==> config.mk <==
export PLATFORM = sky130hd
export DESIGN_NAME = irrigation_cycle_timer_flat
export DESIGN_NICKNAME = d
export VERILOG_FILES = /design/src/rtl/irrigation_cycle_timer_pkg.sv /design/src/rtl/irrigation_cycle_timer_if.sv /design/src/rtl/irrigation_cycle_timer_edge_sync.sv /design/src/rtl/irrigation_cycle_timer.sv /design/src/flat_wrapper.sv
export SDC_FILE = /design/constraint.sdc
export NUM_CORES = 1
export LEC_CHECK = 0
export ABC_CLOCK_PERIOD_IN_PS = 5700
export BUFFER_PORTS_ARGS = -buffer_cell sky130_fd_sc_hd__buf_2
export CORE_ASPECT_RATIO = 1.5
export CORE_UTILIZATION = 50
export DETAILED_ROUTE_END_ITERATION = 8
export PLACE_DENSITY = 0.71
export SYNTH_ARGS = -nofsm -noshare
export SYNTH_HDL_FRONTEND = slang
export SYNTH_SLANG_ARGS = --single-unit
==> constraint.sdc <==
create_clock -name clock -period 5.7 [get_ports clock]
set_input_delay 0.57 -clock clock [delete_from_list [all_inputs] [get_ports clock]]
set_output_delay 0.57 -clock clock [all_outputs]
set_load 0.03 [all_outputs]
==> src/rtl/irrigation_cycle_timer_pkg.sv <==
// Shared types and default timing for the irrigation cycle timer.
package irrigation_pkg;

  typedef enum logic [1:0] {
    ST_IDLE    = 2'd0,
    ST_WATER   = 2'd1,
    ST_SOAK    = 2'd2,
    ST_LOCKOUT = 2'd3
  } state_e;

  localparam int unsigned DEF_WATER_TICKS   = 10;
  localparam int unsigned DEF_SOAK_TICKS    = 5;
  localparam int unsigned DEF_CYCLES        = 3;
  localparam int unsigned DEF_LOCKOUT_TICKS = 20;
  localparam int unsigned DEF_CNT_W         = 8;
  localparam int unsigned CYC_W             = 4;

endpackage

==> src/rtl/irrigation_cycle_timer_if.sv <==
// Control requests and status outputs of the irrigation cycle timer.
interface irrigation_cycle_timer_if;
  import irrigation_pkg::*;

  logic             start;
  logic             inhibit;
  logic             valve_open;
  logic             busy;
  logic             done;
  logic             aborted;
  logic [CYC_W-1:0] cycle_num;

  modport master (
    output start, inhibit,
    input  valve_open, busy, done, aborted, cycle_num
  );

  modport slave (
    input  start, inhibit,
    output valve_open, busy, done, aborted, cycle_num
  );
endinterface

==> src/rtl/irrigation_cycle_timer_edge_sync.sv <==
// Two-flop synchroniser followed by a rising-edge detector; one-cycle pulse per input rise.
module edge_sync (
  input  logic clk,
  input  logic rst_n,
  input  logic d,
  output logic rise_c
);

  logic [2:0] sync_q, sync_d;

  always_comb begin
    sync_d = {sync_q[1:0], d};
  end

  always_ff @(posedge clk or negedge rst_n) begin
    if (!rst_n) sync_q <= 3'b000;
    else        sync_q <= sync_d;
  end

  assign rise_c = sync_q[1] & ~sync_q[2];

endmodule

==> src/rtl/irrigation_cycle_timer.sv <==
// Watering programme sequencer: water/soak bursts counted in slow-clock ticks, then lockout.
module irrigation_cycle_timer
  import irrigation_pkg::*;
#(
  parameter int unsigned WATER_TICKS   = DEF_WATER_TICKS,
  parameter int unsigned SOAK_TICKS    = DEF_SOAK_TICKS,
  parameter int unsigned CYCLES        = DEF_CYCLES,
  parameter int unsigned LOCKOUT_TICKS = DEF_LOCKOUT_TICKS,
  parameter int unsigned CNT_W         = DEF_CNT_W
) (
  input  logic                     clock,
  input  logic                     reset,
  input  logic                     slow_clk,
  irrigation_cycle_timer_if.slave  bus
);

  state_e           state_q, state_d;
  logic [CNT_W-1:0] cnt_q, cnt_d;
  logic [CYC_W-1:0] cyc_q, cyc_d;
  logic             valve_q, valve_d;
  logic             busy_q, busy_d;
  logic             done_q, done_d;
  logic             abort_q, abort_d;
  logic             tick_c;
  logic             water_exp_c, soak_exp_c, lock_exp_c, last_cyc_c;

  edge_sync u_sync (
    .clk    (clock),
    .rst_n  (reset),
    .d      (slow_clk),
    .rise_c (tick_c)
  );

  assign water_exp_c = tick_c && (cnt_q == CNT_W'(WATER_TICKS - 1));
  assign soak_exp_c  = tick_c && (cnt_q == CNT_W'(SOAK_TICKS - 1));
  assign lock_exp_c  = tick_c && (cnt_q == CNT_W'(LOCKOUT_TICKS - 1));
  assign last_cyc_c  = (cyc_q == CYC_W'(CYCLES - 1));

  // Next state; abort takes priority over a same-cycle expiry.
  always_comb begin
    state_d = state_q;
    cnt_d   = cnt_q;
    cyc_d   = cyc_q;
    done_d  = 1'b0;
    abort_d = 1'b0;
    unique case (state_q)
      ST_IDLE: begin
        if (bus.start && !bus.inhibit) begin
          state_d = ST_WATER;
          cnt_d   = '0;
          cyc_d   = '0;
        end
      end
      ST_WATER: begin
        if (bus.inhibit) begin
          state_d = ST_LOCKOUT;
          cnt_d   = '0;
          cyc_d   = '0;
          abort_d = 1'b1;
        end else if (water_exp_c) begin
          cnt_d = '0;
          if (last_cyc_c) begin
            state_d = ST_LOCKOUT;
            cyc_d   = '0;
            done_d  = 1'b1;
          end else begin
            state_d = ST_SOAK;
          end
        end else if (tick_c) begin
          cnt_d = cnt_q + CNT_W'(1);
        end
      end
      ST_SOAK: begin
        if (bus.inhibit) begin
          state_d = ST_LOCKOUT;
          cnt_d   = '0;
          cyc_d   = '0;
          abort_d = 1'b1;
        end else if (soak_exp_c) begin
          state_d = ST_WATER;
          cnt_d   = '0;
          cyc_d   = cyc_q + CYC_W'(1);
        end else if (tick_c) begin
          cnt_d = cnt_q + CNT_W'(1);
        end
      end
      ST_LOCKOUT: begin
        if (lock_exp_c) begin
          state_d = ST_IDLE;
          cnt_d   = '0;
        end else if (tick_c) begin
          cnt_d = cnt_q + CNT_W'(1);
        end
      end
      default: begin
        state_d = ST_IDLE;
        cnt_d   = '0;
        cyc_d   = '0;
      end
    endcase
    valve_d = (state_d == ST_WATER);
    busy_d  = (state_d != ST_IDLE);
  end

  always_ff @(posedge clock or negedge reset) begin
    if (!reset) begin
      state_q <= ST_IDLE;
      cnt_q   <= '0;
      cyc_q   <= '0;
      valve_q <= 1'b0;
      busy_q  <= 1'b0;
      done_q  <= 1'b0;
      abort_q <= 1'b0;
    end else begin
      state_q <= state_d;
      cnt_q   <= cnt_d;
      cyc_q   <= cyc_d;
      valve_q <= valve_d;
      busy_q  <= busy_d;
      done_q  <= done_d;
      abort_q <= abort_d;
    end
  end

  assign bus.valve_open = valve_q;
  assign bus.busy       = busy_q;
  assign bus.done       = done_q;
  assign bus.aborted    = abort_q;
  assign bus.cycle_num  = cyc_q;

endmodule

==> src/flat_wrapper.sv <==
// flat-port wrapper written by rule: the top's interface ports become plain ports
module irrigation_cycle_timer_flat import irrigation_pkg::*;
#(
  parameter int unsigned WATER_TICKS   = DEF_WATER_TICKS,
  parameter int unsigned SOAK_TICKS    = DEF_SOAK_TICKS,
  parameter int unsigned CYCLES        = DEF_CYCLES,
  parameter int unsigned LOCKOUT_TICKS = DEF_LOCKOUT_TICKS,
  parameter int unsigned CNT_W         = DEF_CNT_W
)
  (clock, reset, slow_clk, bus_start, bus_inhibit, bus_valve_open, bus_busy, bus_done, bus_aborted, bus_cycle_num);
  irrigation_cycle_timer_if bus_i ();
  input  logic clock;
  input  logic reset;
  input  logic slow_clk;
  input wire logic [$bits(bus_i.start)-1:0] bus_start;
  input wire logic [$bits(bus_i.inhibit)-1:0] bus_inhibit;
  output wire logic [$bits(bus_i.valve_open)-1:0] bus_valve_open;
  output wire logic [$bits(bus_i.busy)-1:0] bus_busy;
  output wire logic [$bits(bus_i.done)-1:0] bus_done;
  output wire logic [$bits(bus_i.aborted)-1:0] bus_aborted;
  output wire logic [$bits(bus_i.cycle_num)-1:0] bus_cycle_num;
  assign bus_i.start = bus_start;
  assign bus_i.inhibit = bus_inhibit;
  assign bus_valve_open = bus_i.valve_open;
  assign bus_busy = bus_i.busy;
  assign bus_done = bus_i.done;
  assign bus_aborted = bus_i.aborted;
  assign bus_cycle_num = bus_i.cycle_num;
  irrigation_cycle_timer #(.WATER_TICKS(WATER_TICKS), .SOAK_TICKS(SOAK_TICKS), .CYCLES(CYCLES), .LOCKOUT_TICKS(LOCKOUT_TICKS), .CNT_W(CNT_W)) u_core (.clock(clock), .reset(reset), .slow_clk(slow_clk), .bus(bus_i));
endmodule
==> flow_summary.toml, run 1 <==
[drt]
drt-met1-wl_um = 1080
wl_met2_um = 1210
drt_first_iter_violations = 32
ant_nets = 0
drc_errors = 0
wl_um = 2410
vias_per_cell = 5.91
vias = 981
met3RoutedLength_um = 75
firstDrtPassIters = 5
dr.max_layer_used = "met4"
avgRoutedWirePerCell_um = 14.5

[clock_network]
post_cts_buffers = 0
htree_levels = 1
cts-hold-fix-buffers = 0
clock_latency_ns = 0.30
cts_sinks = 21
clkTransAtPathRegs_ns = 0.12
cts_buffers = 3
cts_resized = 0
cts_buffer_depth = 2
cts-root-buf = "clkbuf_4"
cts_tree = "built"

[setup_path]
r2r-start = "u_core.cnt_q[1]"
cp.required_ns = 5.92
regToRegEndpoint = "u_core.bus.cycle_num[3]"
reg2reg_depth = 7
r2r_slack_ns = 3.50
startpoint = "u_core.cnt_q[1]"
cp_top_family = "simple AND/OR/NAND/NOR gates"
cp_data_arrival_time_ns = 2.41
crit_buf_inv = 1
max_stage_delay_ns = 0.44
end_kind = "register"
startpoint_type = "register"
criticalPathCategory = "register to register"
cp_cell_sequence = "inv_1 > ha_1 > or3b_1 > nor4_2 > o211ai_2 > or2_1 > o31ai_1"
cpMaxStageDelayCell = "dfrtp_1"
path_max_fanout = 6

[cells_and_area]
layout_commonest_cell = "dfrtp_1"
drive_gt1_frac = 0.182
mostFrequentLayoutCells = "21 x dfrtp_1, 15 x nor2_1, 14 x nand2_1"
area_growth_pct = 7.68
finalInstanceArea_sq_um = 1350
antenna_cells = 0
final_cell_count_no_fill = 166
nets = 158

[sta]
fin_crit_ns = 2.20
fmax_ghz = 0.455
relSlewSlack = 0.695
setup_tns_ns = 0
hold_viol = 0
setup_viol = 0
period_share = 0.386
worst_pin_slew_ns = 0.458
rsz0062_at_grt = "no"
drv_slew = 0
clock_skew_ns = 0.0100

[floorplan]
die_x_um = 42.9
die_h_um = 63.3
core_area_sq_um = 2310
die-area_sq_um = 2720
row_count = 21
io_pins = 13
initial_utilization = 0.542

[job]
cap_violations = 0

[placement]
gp_congestion = 0.908
portBuffers = 12
hpwl_um = 1850
dp_cells = 162
place_area_sq_um = 1320

[grt]
grt_pass1_wl_um = 4220
grt.total_usage = 0.200
overflow = 0
grt_max_degree = 22
grt_pass1_vias = 983
antenna_found_initial = 0

[pwr]
powerDensity_nw_per_um2 = 399
irDropWorstVdd_uv = 268
leakagePower_nw = 0.609

[yosys]
synth.avg_cell_area_sq_um = 9.64
synth_area_leader_cell = "dfrtp_1"
synthArstFlopShare = 1.00
seq_area_frac_synth = 0.419
yosys_warnings = 0
synth.distinct_cells = 37
syn-num-nets = 144
ys_seq_elements = 21
syn_inst = 130
netlist_area_sq_um = 1250
synth_top_area_frac = 0.419
synthFlopType = "dfrtp_1"
synth_edf_count = 0
netlist_top_cells_area = "dfrtp_1 42%, ha_1 9.0%, o21ai_0 4.8%"

[worst_hold_path]
min-delay-path-class = "input pin to asynchronous set/reset pin"

[run_status]
status = "finished clean"
## Yosys cell counts, types with 2 or more instances
| cell | count |
|---|---|
| and3_1 | 2 |
| o31ai_1 | 3 |
| o41a_1 | 2 |
| nand3b_1 | 2 |
| nor2_1 | 15 |
| o41ai_2 | 2 |
| o211ai_2 | 2 |
| xnor2_1 | 5 |
| nand2b_1 | 2 |
| ha_1 | 9 |
| nor2b_1 | 3 |
| nand2_1 | 14 |
| or3b_2 | 2 |
| nand3_1 | 3 |
| dfrtp_1 | 21 |
| nor3_1 | 3 |
| o21ai_0 | 12 |
| inv_1 | 9 |
## worst max-delay path by stage
| stage | end | slack [ns] | depth (start not counted) |
|---|---|---|---|
| after floorplan | u_core.bus.cycle_num[3] | 3.61 | 6 |
| after global placement | u_core.bus.valve_open | 3.57 | 7 |
| after detailed placement | u_core.bus.valve_open | 3.53 | 7 |
| after CTS | u_core.bus.cycle_num[2] | 3.50 | 7 |
| after global routing | u_core.bus.cycle_num[2] | 3.32 | 7 |
| final | u_core.bus.cycle_num[3] | 3.50 | 7 |
## area by class of cell
class                      count  area [sq um]
fill                         219           962
sequential                    21           526
timing repair buffer          12          60.1
clock inverter                 1          5.00
inverter                       9          33.8
clock buffer                   3          22.5
tap                           23          28.8
multi-input combinational     97           674
## through the flow
stage / utilization / hold slack [ns] / worst slack, ns / power (mW)
floorplan: - / 0.274 / 3.61 / 0.399
global placement: 0.572 / 0.337 / 3.57 / 0.462
detailed placement: 0.572 / 0.341 / 3.53 / 0.468
CTS: 0.584 / 0.215 / 3.50 / 0.539
global route: 0.584 / 0.232 / 3.32 / 0.583
finish: 0.584 / 0.189 / 3.50 / 0.538
## metal layers
metal | vias to the layer above | track usage
li1 | 479 | -
met1 | 470 | 0.241
met2 | 24 | 0.347
met3 | 8 | 0.0401
met4 | 0 | 0.0664
met5 | - | 0
## cell families after synthesis
group | after synthesis | synth area share
AOI/OAI and AO/OA | 28 | 0.183
xor gates and xnor gates | 6 | 0.0419
adders and majority gates | 9 | 0.0898
buffers and inverters | 12 | 0.0429
DFF | 21 | 0.419
muxes | 1 | 0.00798
and+or+nand+nor | 53 | 0.216
## sequential cells by signal, summed over array words and instances (netlist names)
register and cells:
u_core.cnt_q 8, u_core.bus.cycle_num 4, u_core.u_sync.sync_q 3, u_core.state_q 2, u_core.bus.aborted 1, u_core.bus.busy 1
u_core.bus.done 1, u_core.bus.valve_open 1
## where the power goes
| part | switching, mW | internal, mW | leakage [nW] |
|---|---|---|---|
| sequential | 0.0275 | 0.176 | 0.276 |
| combinational | 0.170 | 0.0925 | 0.316 |
| clock | 0.0457 | 0.0261 | 0.0177 |
(Power assumes the default switching activity.)
==> inputs of run 2 (changes only) <==
Settings changed: ABC_AREA set to 1, ABC_CLOCK_PERIOD_IN_PS 5700 to 2200.
Clock period 5.7 ns to 2.2 ns, I/O delays scaled along.
==> run 2 against run 1 <==
Combinational power increased to 2.8 times the previous value. Global-route usage grew 0.68 points. Setup slack lost 3.0 ns. Core utilization decreased by 0.43 points. Critical path depth is 1 higher. Highest routed layer unchanged. Area after synthesis grew 0.80%. Design area increased by 4.0%. Hold slack lost 0.0087 ns.
==> flow_summary.toml, run 2 <==
[sta]
drv_slew = 0
period_share = 0.750
setup_viol = 0
relSlewSlack = 0.691
holdWs_ns = 0.180
clock_skew_ns = 0.00781
hold_viol = 0
fmax_ghz = 0.606
rsz0062_at_grt = "no"
fin_crit_ns = 1.65
setup_tns_ns = 0
worst_pin_slew_ns = 0.464

[setup_path]
cp_data_arrival_time_ns = 1.88
end_kind = "register"
max_stage_delay_ns = 0.45
criticalPathCategory = "register to register"
r2r_slack_ns = 0.55
path_max_fanout = 8
startpoint_type = "register"
reg2reg_depth = 8
crit_top_cell = "inv_1"
cp_cell_sequence = "inv_1 > ha_1 > inv_1 > nor2_1 > nand2_1 > nand3_1 > nand2_2 > o22ai_1"
crit_cells = 8
crit_buf_inv = 2
cpMaxStageDelayCell = "dfrtp_1"
crit_path_end = "u_core.cnt_q[6]"
r2r-start = "u_core.state_q[0]"
regToRegEndpoint = "u_core.cnt_q[6]"
cp.required_ns = 2.43
startpoint = "u_core.state_q[0]"
cp_top_family = "simple AND/OR/NAND/NOR gates"

[placement]
dp_cells = 190
hpwl_um = 1910
gp_congestion = 0.996
portBuffers = 12
place_area_sq_um = 1350

[run_status]
status = "finished clean"

[yosys]
syn_inst = 154
seq_area_frac_synth = 0.416
yosys_warnings = 0
synthArstFlopShare = 1.00
synth_edf_count = 0
synth.most_common_cell = "nand2_1"
synthFlopType = "dfrtp_1"
ys_seq_elements = 21
netlist_area_sq_um = 1260
synth.distinct_cells = 23
synth.avg_cell_area_sq_um = 8.21
syn-num-nets = 168
netlist_top_cells_area = "dfrtp_1 42%, nand2_1 10%, ha_1 8.9%"
synthTopCellsByCount = "34 x nand2_1, 21 x dfrtp_1, 16 x inv_1"
synth_area_leader_cell = "dfrtp_1"
synth_top_area_frac = 0.416

[job]
cap_violations = 0

[clock_network]
post_cts_buffers = 0
cts_sinks = 21
clkTransAtPathRegs_ns = 0.13
cts_buffer_depth = 2
htree_levels = 1
clock_latency_ns = 0.31
cts-root-buf = "clkbuf_4"
cts_tree = "built"
cts_buffers = 3

[floorplan]
io_pins = 13
die_h_um = 63.6
die_x_um = 43.1
row_count = 22
core_area_sq_um = 2420
die-area_sq_um = 2740
initial_utilization = 0.522

[cells_and_area]
largest_reg_flops = 8
mostFrequentLayoutCells = "34 x nand2_1, 21 x dfrtp_1, 16 x inv_1"
finalInstanceArea_sq_um = 1400
registers.top_by_ff_count = "u_core.cnt_q"
antenna_cells = 0
layout_commonest_cell = "nand2_1"
area_growth_pct = 11.1
drive_gt1_frac = 0.238
final_cell_count_no_fill = 196
nets = 187

[worst_hold_path]
min-delay-path-class = "input pin to register"
holdPathStages = 3

[drt]
vias_per_cell = 5.36
drc_errors = 0
wl_um = 2470
firstDrtPassIters = 4
avgRoutedWirePerCell_um = 12.6
drt_first_iter_violations = 23
ant_nets = 0
vias = 1051

[grt]
overflow = 0
antenna_found_initial = 0
grt_pass1_wl_um = 4350
grt_pass1_vias = 1071
grt.total_usage = 0.207
grt_max_degree = 22

[pwr]
powerDensity_nw_per_um2 = 1030
irDropWorstVdd_uv = 597
leakagePower_nw = 0.718
[run 2: cell types whose count changed in the layout (fill, tap and decap cells not counted), sizes merged, moves of 5 or more]
cell,previous run,this run
o22ai,0,7
o21ai,13,4
nand3,3,14
inv,9,24
nand2,14,41
xor2,1,8
xnor2,5,0
[run 2: report_power, final]
part / switching (mW) / internal [mW] / total, mW
sequential: 0.0602 / 0.462 / 0.522
clock: 0.124 / 0.0694 / 0.193
combinational: 0.502 / 0.230 / 0.733
[run 2: how the worst min path moves through the flow]
stage	from	to
2_1_floorplan	reset	u_core.bus.aborted
3_3_place_gp	reset	u_core.cnt_q[2]
3_5_place_dp	reset	u_core.cnt_q[2]
4_1_cts	bus_inhibit	u_core.bus.aborted
5_1_grt	bus_inhibit	u_core.bus.aborted
6_report	bus_inhibit	u_core.bus.aborted
[run 2: layer usage]
layer  track usage  wire (um)  vias up
met5             0          0        -
met4         0.125         94        0
met3        0.0172         60       12
met2         0.364       1330       24
met1         0.235        989      491
li1              -          -      524
[run 2: layout make-up]
cell class                      count  area (sq um)
Timing Repair Buffer               14          80.1
Sequential cell                    21           526
Inverter                           24          90.1
Tap cell                           24          30.0
Clock inverter                      1          7.51
Clock buffer                        3          22.5
Multi-Input combinational cell    109           648
Fill cell                         224          1020
[run 2: worst reg2reg max path: stages, from the launching register on]
cell and delay, ns:
dfrtp_1 0.45, inv_1 0.12, ha_1 0.20, inv_1 0.09, nor2_1 0.17, nand2_1 0.12
nand3_1 0.13, nand2_2 0.13, o22ai_1 0.16
[run 2: cells by family (layout without fill, tap and decap cells)]
family | count (synthesis) | after routing | share of synthesized area
fa+ha+maj | 9 | 9 | 0.0891
flops | 21 | 21 | 0.416
buf+inv | 24 | 42 | 0.0713
simple gates | 78 | 78 | 0.294
xor+xnor | 8 | 8 | 0.0554
compound gates | 14 | 14 | 0.0742
[run 2: timing repair]
action,4_1_cts,5_1_grt
hold endpoints to repair,22,0
setup endpoints to repair,0,0
hold buffers,2,0
resized for setup,0,0
[run 2: metrics by stage]
stage,total power [mW],setup WS [ns],utilization
6_report,1.45,0.549,0.580
5_1_grt,1.57,0.372,0.580
4_1_cts,1.46,0.534,0.580
3_5_place_dp,1.25,0.558,0.559
3_3_place_gp,1.23,0.599,0.559
2_1_floorplan,1.08,0.582,-
